$ cat src/rtl/if_fetch_redirect.sv
// IF-stage fetch unit: owns the architectural PC, drives a variable-latency
// req/ack instruction-memory port, buffers one instruction in a skid entry
// when IF/ID stalls, and kills wrong-path fetches on an EX-stage redirect.
//
// Optional build macro: IF_PERF_CNT_EN adds fetch_cnt / redirect_cnt outputs.
module if_fetch_redirect #(
  parameter int                         INST_WIDTH      = 32,
  parameter int                         INST_ADDR_WIDTH = 32,
  parameter logic [INST_ADDR_WIDTH-1:0] RESET_PC        = '0,
  parameter logic [INST_WIDTH-1:0]      NOP_INST        = 32'h0000_0013
) (
  input  logic                       clk,
  input  logic                       rst,
  input  logic                       PC_take_branch_EX,
  input  logic                       PC_take_jalr_EX,
  input  logic [INST_ADDR_WIDTH-1:0] PC_for_jalr_EX,
  input  logic [INST_ADDR_WIDTH-1:0] PC_for_normal_branch_EX,
  input  logic                       stall_IF,
  output logic                       imem_req,
  output logic [INST_ADDR_WIDTH-1:0] imem_addr,
  input  logic                       imem_ack,
  input  logic [INST_WIDTH-1:0]      imem_rdata,
  output logic [INST_WIDTH-1:0]      INST_IF,
  output logic [INST_ADDR_WIDTH-1:0] PC_IF,
  output logic [INST_ADDR_WIDTH-1:0] PC_plus_4_IF,
  output logic                       valid_IF,
  output logic                       flush_IF
`ifdef IF_PERF_CNT_EN
  ,
  output logic [31:0]                fetch_cnt,
  output logic [31:0]                redirect_cnt
`endif
);

  localparam logic [INST_ADDR_WIDTH-1:0] PC_STEP = INST_ADDR_WIDTH'(4);

  typedef enum logic [1:0] {
    IDLE,   // one dead cycle after reset before the first request
    FETCH,  // request outstanding at pc
    FULL,   // skid entry occupied, waiting for IF/ID to drain
    KILL    // wrong-path request outstanding, its data will be dropped
  } state_t;

  state_t                       state_q, state_d;
  logic [INST_ADDR_WIDTH-1:0]   pc_q, pc_d;
  logic [INST_ADDR_WIDTH-1:0]   kill_addr_q, kill_addr_d;
  logic                         valid_q, valid_d;
  logic [INST_WIDTH-1:0]        inst_q, inst_d;
  logic [INST_ADDR_WIDTH-1:0]   pc_if_q, pc_if_d;
  logic [INST_WIDTH-1:0]        skid_inst_q, skid_inst_d;
  logic [INST_ADDR_WIDTH-1:0]   skid_pc_q, skid_pc_d;

  logic                         redirect;
  logic [INST_ADDR_WIDTH-1:0]   target_raw;
  logic [INST_ADDR_WIDTH-1:0]   target;
  logic                         slot_free;
  logic                         ack;

  // Redirect decode, memory-port drive and handshake qualification.
  always_comb begin
    redirect   = PC_take_branch_EX | PC_take_jalr_EX;
    target_raw = PC_take_jalr_EX ? PC_for_jalr_EX : PC_for_normal_branch_EX;
    target     = {target_raw[INST_ADDR_WIDTH-1:2], 2'b00};
    // The output register may load when it is empty or being drained.
    slot_free  = !valid_q || !stall_IF;
    imem_req   = (state_q == FETCH) || (state_q == KILL);
    // KILL keeps presenting the wrong-path address until its ack arrives,
    // while pc already holds the redirect target.
    imem_addr  = (state_q == KILL) ? kill_addr_q : pc_q;
    // An ack is only meaningful while a request is being driven.
    ack        = imem_ack && imem_req;
  end

  assign flush_IF     = redirect;
  assign valid_IF     = valid_q;
  assign INST_IF      = inst_q;
  assign PC_IF        = pc_if_q;
  assign PC_plus_4_IF = pc_if_q + PC_STEP;

  // Next-state and next-datapath decision; redirect overrides stall and ack.
  always_comb begin
    // NOTE: every variable gets a default first so no path infers a latch.
    state_d     = state_q;
    pc_d        = pc_q;
    kill_addr_d = kill_addr_q;
    valid_d     = valid_q;
    inst_d      = inst_q;
    pc_if_d     = pc_if_q;
    skid_inst_d = skid_inst_q;
    skid_pc_d   = skid_pc_q;

    if (redirect) begin
      valid_d     = 1'b0;
      inst_d      = NOP_INST;
      skid_inst_d = NOP_INST;
      skid_pc_d   = RESET_PC;
      pc_d        = target;
      unique case (state_q)
        FETCH: begin
          if (ack) begin
            state_d = FETCH;
          end else begin
            state_d     = KILL;
            kill_addr_d = pc_q;
          end
        end
        // A late ack together with a new redirect still retires the old
        // request; otherwise keep waiting with the newest target pending.
        KILL:    state_d = ack ? FETCH : KILL;
        default: state_d = FETCH;
      endcase
    end else begin
      unique case (state_q)
        IDLE: begin
          state_d = FETCH;
        end
        FETCH: begin
          if (ack) begin
            pc_d = pc_q + PC_STEP;
            if (slot_free) begin
              valid_d = 1'b1;
              inst_d  = imem_rdata;
              pc_if_d = pc_q;
            end else begin
              skid_inst_d = imem_rdata;
              skid_pc_d   = pc_q;
              state_d     = FULL;
            end
          end else if (slot_free) begin
            valid_d = 1'b0;
            inst_d  = NOP_INST;
          end
        end
        FULL: begin
          if (!stall_IF) begin
            valid_d = 1'b1;
            inst_d  = skid_inst_q;
            pc_if_d = skid_pc_q;
            state_d = FETCH;
          end
        end
        KILL: begin
          if (ack) begin
            state_d = FETCH;
          end
          if (slot_free) begin
            valid_d = 1'b0;
            inst_d  = NOP_INST;
          end
        end
        default: begin
          state_d = IDLE;
        end
      endcase
    end
  end

  // State, PC, output and skid registers.
  always_ff @(posedge clk or posedge rst) begin
    if (rst) begin
      state_q     <= IDLE;
      pc_q        <= RESET_PC;
      kill_addr_q <= RESET_PC;
      valid_q     <= 1'b0;
      inst_q      <= NOP_INST;
      pc_if_q     <= RESET_PC;
      skid_inst_q <= NOP_INST;
      skid_pc_q   <= RESET_PC;
    end else begin
      // NOTE: non-blocking assignments so every register samples pre-edge values.
      state_q     <= state_d;
      pc_q        <= pc_d;
      kill_addr_q <= kill_addr_d;
      valid_q     <= valid_d;
      inst_q      <= inst_d;
      pc_if_q     <= pc_if_d;
      skid_inst_q <= skid_inst_d;
      skid_pc_q   <= skid_pc_d;
    end
  end

`ifdef IF_PERF_CNT_EN
  logic fetch_load;

  // A valid instruction enters the output register from memory or the skid.
  assign fetch_load = !redirect &&
                      (((state_q == FETCH) && ack && slot_free) ||
                       ((state_q == FULL) && !stall_IF));

  // Free-running, wrapping performance counters.
  always_ff @(posedge clk or posedge rst) begin
    if (rst) begin
      fetch_cnt    <= '0;
      redirect_cnt <= '0;
    end else begin
      if (fetch_load) fetch_cnt <= fetch_cnt + 32'd1;
      if (redirect)   redirect_cnt <= redirect_cnt + 32'd1;
    end
  end
`endif

endmodule
$ cat config.mk
export PLATFORM = sky130hd
export DESIGN_NAME = if_fetch_redirect
export DESIGN_NICKNAME = d
export VERILOG_FILES = /design/src/rtl/if_fetch_redirect.sv
export SDC_FILE = /design/constraint.sdc
export NUM_CORES = 1
export LEC_CHECK = 0
export ABC_AREA = 1
export ABC_CLOCK_PERIOD_IN_PS = 8470
export CORE_MARGIN = 10
export CORE_UTILIZATION = 53
export CTS_BUF_LIST = sky130_fd_sc_hd__clkbuf_4
export DETAILED_ROUTE_END_ITERATION = 10
export PLACE_DENSITY_LB_ADDON = 0.15
export SLEW_MARGIN = 15
export SYNTH_ARGS = -nofsm -noshare
export SYNTH_HDL_FRONTEND = slang
export SYNTH_SLANG_ARGS = --single-unit
$ cat constraint.sdc
create_clock -name clk -period 8.47 [get_ports clk]
set_input_delay 1.694 -clock clk [delete_from_list [all_inputs] [get_ports clk]]
set_output_delay 1.694 -clock clk [all_outputs]
set_load 0.05 [all_outputs]
==> run_results.csv, run 1 <==
group,metric,value,unit
placement,place_congestion,0.908,
timing,hold_slack,504,ps
yosys,syn_avg_cell_area,7.02,µm²
pwr,p_per_area,296,nW/µm²
worst_setup_path,crit_start,"PC_take_jalr_EX",
timing,skew,27.9,ps
timing,period_share,0.643,
run,cap_violations,0,
route,via_per_inst,5.31,
route,vias,10400,
route,drt_iter0_markers,1011,
floorplanning,die_w,161,µm
worst_setup_path,critPathCaptureType,"output port",
yosys,synthArstFlopShare,1.00,
yosys,synth_edf_count,0,
yosys,synth.ff_latch_count,187,
route,detail_route.wl_per_cell,16.0,µm
yosys,synth_top_family_by_area,"simple AND/OR/NAND/NOR gates",
clock_tree,ctsHoldBuffers,0,
pwr,power.leakage,5.83,nW
hold_path,hp-start,"kill_addr_q[20]",
clock_tree,cts_root_buf,"clkbuf_4",
worst_setup_path,timing.rr.start,"state_q[0]",
yosys,yosysSeqAreaShare,0.444,
clock_tree,cts_tree,"yes",
route,ant_nets,0,
yosys,synth_simple_gate_area_frac,0.269,
timing,min_period,5450,ps
yosys,synth_ff_type,"dfrtp_1",
floorplanning,coreArea,19500,µm²
floorplanning,die_area,26000,µm²
route,finalWirelength,31300,µm
worst_setup_path,critPathKind,"input pin to output port",
floorplanning,rows,51,
final_layout,fin_nets,1787,
worst_setup_path,crit_required,6780,ps
timing,rsz0062_at_grt,"no",
yosys,synthMuxAreaShare,0,
timing,setup_viol,0,
yosys,synth-xor-area-share,0.0216,
worst_setup_path,worst_ep_arrival_time,3750,ps
grt,antenna_found_initial,1,
yosys,synth_fa_ha_area_frac,0.00592,
yosys,yosysTopAreaCell,"dfrtp_1",
timing,tns,0,ps
yosys,synth_cell_types,35,
route,dr.pass1.iters,7,
timing,setup_slack,3020,ps
timing,slew_headroom,0.251,
route,drc_errors,0,
grt,grt_first_pass_wirelength,51400,µm
placement,placed_area,12900,µm²
placement,hpwl,22800,µm
timing,maxSlewViolCount,0,
grt,grt_max_degree,70,
yosys,synth_warnings,0,
clock_tree,cts_made_buffers,17,
clock_tree,postCtsResizedCells,0,
yosys,synth.top_cell.area_share,0.429,
clock_tree,clock_latency,600,ps
yosys,synth_compound_area_frac,0.160,
final_layout,syn2layout_area_growth,24.5,%
floorplanning,ios,233,
timing,fmax,0.184,GHz
final_layout,fin_util,0.673,
grt,grtUsageTotal,0.239,
clock_tree,cts_max_level,4,
worst_setup_path,crit_path_max_fanout,51,
placement,numPortBuffers,222,
worst_setup_path,critPathLaunchType,"input pin",
clock_tree,clockBufferDepth,2,
final_layout,drive_above_1_share,0.0372,
hold_path,min_path_type,"register to register",
pwr,irDropWorstVdd,131,µV
floorplanning,initial_utilization,0.541,
grt,first_global_vias,9851,
clock_tree,post_cts_buffers,0,
grt,grt_overflow_total,0,
timing,hold_viol_final,0,
outcome,status,"complete, no violations",
placement,pre_cts_slack,3040,ps
yosys,yosys-top-cells-area,"dfrtp_1 (43%), nand2_1 (15%), o21ai_0 (11%), inv_1 (6.3%), nor2_1 (6.0%)",
yosys,syn_area,10600,µm²
timing,worst-slew-pin-transition,1120,ps
final_layout,final_area,13200,µm²
yosys,syn-instance-count,1504,
clock_tree,clk_pin_slew,140,ps
floorplanning,die_h,161,µm
clock_tree,clock_sinks,187,
## metrics by stage
step / instances / power, mW
2_1_floorplan: 1509 / 2.67
6_report: 1959 / 3.89
3_3_place_gp: 1926 / 3.39
4_1_cts: 1958 / 3.91
5_1_grt: 1959 / 4.11
3_5_place_dp: 1926 / 3.43
## final cells by class
cell class,instances,area (µm²)
clock inverter,15,145
antenna,1,2.50
multi-input combinational,1060,4870
clock buffer,17,128
timing repair buffer,233,2300
inverter,181,684
tap,265,332
sequential,187,4690
fill,1784,6380
## worst max-delay path, stage by stage
cell and delay [ps]:
clkdlybuf4s50_1 450, buf_4 310, nor2_4 40, buf_4 300, inv_2 110, clkdlybuf4s50_1 820
## placed cells by master (no fill, tap or decap), types with 3 or more instances in the layout
master           count
nand2_1            419
o21ai_0            233
clkdlybuf4s50_1    222
dfrtp_1            181
inv_1              177
nor2_1             169
nand3_1             84
o22ai_1             52
xor2_1              26
clkbuf_4            17
nor3_1              16
buf_4               11
a21oi_1              9
dfstp_2              6
o211ai_1             6
inv_6                6
conb_1               6
inv_8                6
nand4_1              5
a31oi_1              4
o21ai_1              4
o22a_1               3
and2_1               3
or2_2                3
ha_1                 3
## flip-flops by register name (all words and copies together), names as in the netlist
register	flops
valid_IF	1
INST_IF	32
state_q	2
skid_inst_q	32
kill_addr_q	30
skid_pc_q	30
pc_q	30
PC_IF	30
## synth_stat cells (all sizes together) (2+ instances only)
library cell and number:
a21oi 9, a22o 2, a31oi 4, and2 3
buf 44, clkbuf 37, dfrtp 181, dfstp 6
ha 5, inv 180, nand2 420, nand3 86
nand4 5, nor2 171, nor3 16, nor4 2
o211ai 6, o21ai 237, o22a 3, o22ai 52
or2 3, xor2 26
## power by group
group	total (mW)	internal, mW	switching, mW
logic	2.14	0.639	1.51
clock network	0.485	0.134	0.351
registers	1.26	1.07	0.184
total	3.89	1.85	2.04
## layer usage
layer / global-route usage / vias to the layer above / wire (µm)
met3: 0.0610 / 23 / 2310
met2: 0.370 / 372 / 14200
met4: 0.0476 / 0 / 325
li1: - / 5144 / -
met1: 0.331 / 4871 / 14400
met5: 0 / - / 0
## logic make-up (layout without fill, tap and decap cells)
| group | Yosys count | count (layout) |
|---|---|---|
| AOI/OAI and AO/OA | 316 | 316 |
| xor gates and xnor gates | 26 | 26 |
| adders and majority gates | 5 | 5 |
| buffers and inverters | 262 | 446 |
| DFF | 187 | 187 |
| other | 1 | 7 |
| and+or+nand+nor | 707 | 707 |
## worst paths after layout
check,slack (ps),end,depth (start not counted)
setup / recovery,3020,flush_IF,6
setup reg to reg,4520,INST_IF[1],10
hold / removal,500,kill_addr_q[20],2
min in group asynchronous,1500,skid_inst_q[3],2
hold reg to reg,500,kill_addr_q[20],2
max in group asynchronous,5690,PC_IF[15],3
Note: power is estimated with default switching activity, not from simulation.
==> inputs of run 2 (changes only) <==
Settings changed: ABC_CLOCK_PERIOD_IN_PS 8470 to 4670, CORE_UTILIZATION 53 to 48.
Clock period 8.47 ns to 4.67 ns, I/O delays scaled along.
==> run 2 against run 1 <==
  * Count of clock-buffer cells in the layout rose by 1
  * Register-to-register slack got worse by 3200 ps
  * Clock power rose by 88%
  * Worst hold slack got worse by 4.2 ps
  * Sequential share of layout area fell by 0.10 points
  * Final cell count rose by 0.77%
  * Non-clock buffer count did not move
  * Setup slack got worse by 2400 ps
  * Critical path type is now register to output port
  * Critical endpoint is now PC_plus_4_IF[16]
  * Highest routed layer unchanged
==> run_results.csv, run 2 (synthesis gave the netlist of run 1 again) <==
group,metric,value,unit
timing,rsz0062_at_grt,"no",
worst_setup_path,critPathLaunchType,"register",
route,finalWirelength,31500,µm
route,vias,10200,
pwr,p_switching,3.69,mW
worst_setup_path,critPathCaptureType,"output port",
final_layout,fin_cells,1974,
grt,grt_max_degree,188,
timing,slew_headroom,0.221,
timing,hold_viol_final,0,
clock_tree,clockBufferDepth,2,
timing,skew,24.2,ps
worst_setup_path,worst_ep_arrival_time,3150,ps
clock_tree,clock_sinks,187,
timing,tns,0,ps
grt,antenna_found_initial,1,
clock_tree,clk_pin_slew,150,ps
hold_path,worstHoldPathCells,2,
grt,grt_overflow_total,0,
final_layout,fin_nets,1787,
final_layout,drive_above_1_share,0.0378,
pwr,pwr-share-clk,0.129,
route,ant_nets,0,
hold_path,min_path_type,"register to register",
clock_tree,clock_latency,590,ps
final_layout,final_cell_mix,"nand2_1 (419), o21ai_0 (233), clkdlybuf4s50_1 (221), dfrtp_1 (181), inv_1 (177)",
grt,grtUsageTotal,0.219,
clock_tree,cts_made_buffers,17,
run,cap_violations,0,
final_layout,final_common_cell,"nand2_1",
floorplanning,coreArea,21800,µm²
final_layout,syn2layout_area_growth,24.9,%
pwr,p_int,3.41,mW
placement,pre_cts_slack,754,ps
floorplanning,rows,54,
floorplanning,ios,233,
worst_setup_path,crit_path_max_fanout,5,
worst_setup_path,r2r_setup_slack,1300,ps
placement,hpwl,22900,µm
floorplanning,die_w,168,µm
final_layout,final.fill_count,2056,
outcome,status,"complete, no violations",
timing,setup_viol,0,
placement,numPortBuffers,222,
pwr,power_frac_seq,0.322,
route,via_per_inst,5.15,
clock_tree,cts_tree,"yes",
pwr,irDropWorstVdd,289,µV
floorplanning,die_h,168,µm
timing,maxSlewViolCount,0,
clock_tree,cts_max_level,4,
pwr,p_comb_frac,0.549,
worst_setup_path,crit_required,3740,ps
timing,period_share,0.875,
grt,grt_first_pass_wirelength,51300,µm
timing,min_period,4080,ps
clock_tree,post_cts_buffers,0,
pwr,swShare,0.519,
floorplanning,initial_utilization,0.485,
pwr,power.leakage,5.83,nW
route,dr.pass1.iters,5,
timing,worst-slew-pin-transition,1170,ps
placement,place_congestion,0.911,
pwr,p_per_area,538,nW/µm²
route,detail_route.wl_per_cell,15.9,µm
clock_tree,postCtsResizedCells,0,
floorplanning,die_area,28300,µm²
timing,fmax,0.245,GHz
worst_setup_path,reg2regPathDepth,10,
timing,setup_slack,586,ps
clock_tree,ctsHoldBuffers,0,
clock_tree,cts_root_buf,"clkbuf_4",
worst_setup_path,critPathKind,"register to output port",
route,drc_errors,0,
grt,first_global_vias,9735,
placement,place_inst,1941,
route,drt_iter0_markers,955,
==> run 2: cell types whose count changed in the layout (fill, tap and decap cells not counted) <==
cell             delta
clkinvlp_4          +1
bufinv_16           +1
inv_6               -1
buf_12              +1
clkdlybuf4s50_1     -1
clkinv_8            -1
clkinv_2            -1
clkbuf_4            +1
clkinv_4            +2
inv_8               -2
==> run 2: final cells by class <==
| cell class | count | area (µm²) | share of cell area |
|---|---|---|---|
| inverters | 181 | 683 | 0.0518 |
| well taps | 280 | 350 | 0.0266 |
| clock buffers | 18 | 135 | 0.0102 |
| multi-input cells | 1060 | 4870 | 0.369 |
| clock inverters | 14 | 149 | 0.0113 |
| repair buffers | 233 | 2310 | 0.176 |
| diodes | 1 | 2.50 | 0.000190 |
| flip-flops and latches | 187 | 4690 | 0.355 |
==> run 2: layer usage <==
layer | track usage | routed length, µm
met5 | 0 | 0
met4 | 0.0488 | 393
met3 | 0.0538 | 2220
met2 | 0.338 | 14100
met1 | 0.305 | 14700
==> run 2: final timing paths <==
check | endpoint | startpoint
worst min register to register | skid_pc_q[19] | skid_pc_q[19]
max in group asynchronous | skid_pc_q[15] | rst
worst max register to register | INST_IF[13] | state_q[0]
worst max-delay path | PC_plus_4_IF[16] | PC_IF[3]
min in group asynchronous | PC_IF[2] | rst
worst min-delay path | skid_pc_q[19] | skid_pc_q[19]
==> run 2: through the flow <==
stage | power (mW) | hold WS (ps) | area, µm² | utilization
floorplan | 4.85 | 453 | 10600 | -
global placement | 6.17 | 465 | 12900 | 0.593
detailed placement | 6.23 | 473 | 12900 | 0.593
CTS | 7.14 | 507 | 13200 | 0.606
global route | 7.52 | 522 | 13200 | 0.606
finish | 7.10 | 500 | 13200 | 0.606
==> run 2: power groups by stage <==
stage | clock [mW] | sequential (mW) | combinational [mW]
6_report | 0.914 | 2.29 | 3.90
5_1_grt | 1.00 | 2.34 | 4.18
4_1_cts | 0.939 | 2.28 | 3.92
3_5_place_dp | 0 | 2.31 | 3.92
3_3_place_gp | 0 | 2.30 | 3.87
2_1_floorplan | 0 | 2.76 | 2.09
==> run 2: worst max-delay path, cell delays in order (launching register included) <==
cell and delay [ps]:
dfrtp_1 460, ha_1 250, nand2_1 70, nor2_1 250, inv_1 100, nor2_1 310, nand3_1 140, xor2_1 150
clkdlybuf4s50_1 840
==> inputs of run 3 (changes only) <==
Settings changed: CAP_MARGIN from default to 5.
==> results of run 3 <==
The final DEF is identical to that of run 2; final timing and power are the same.
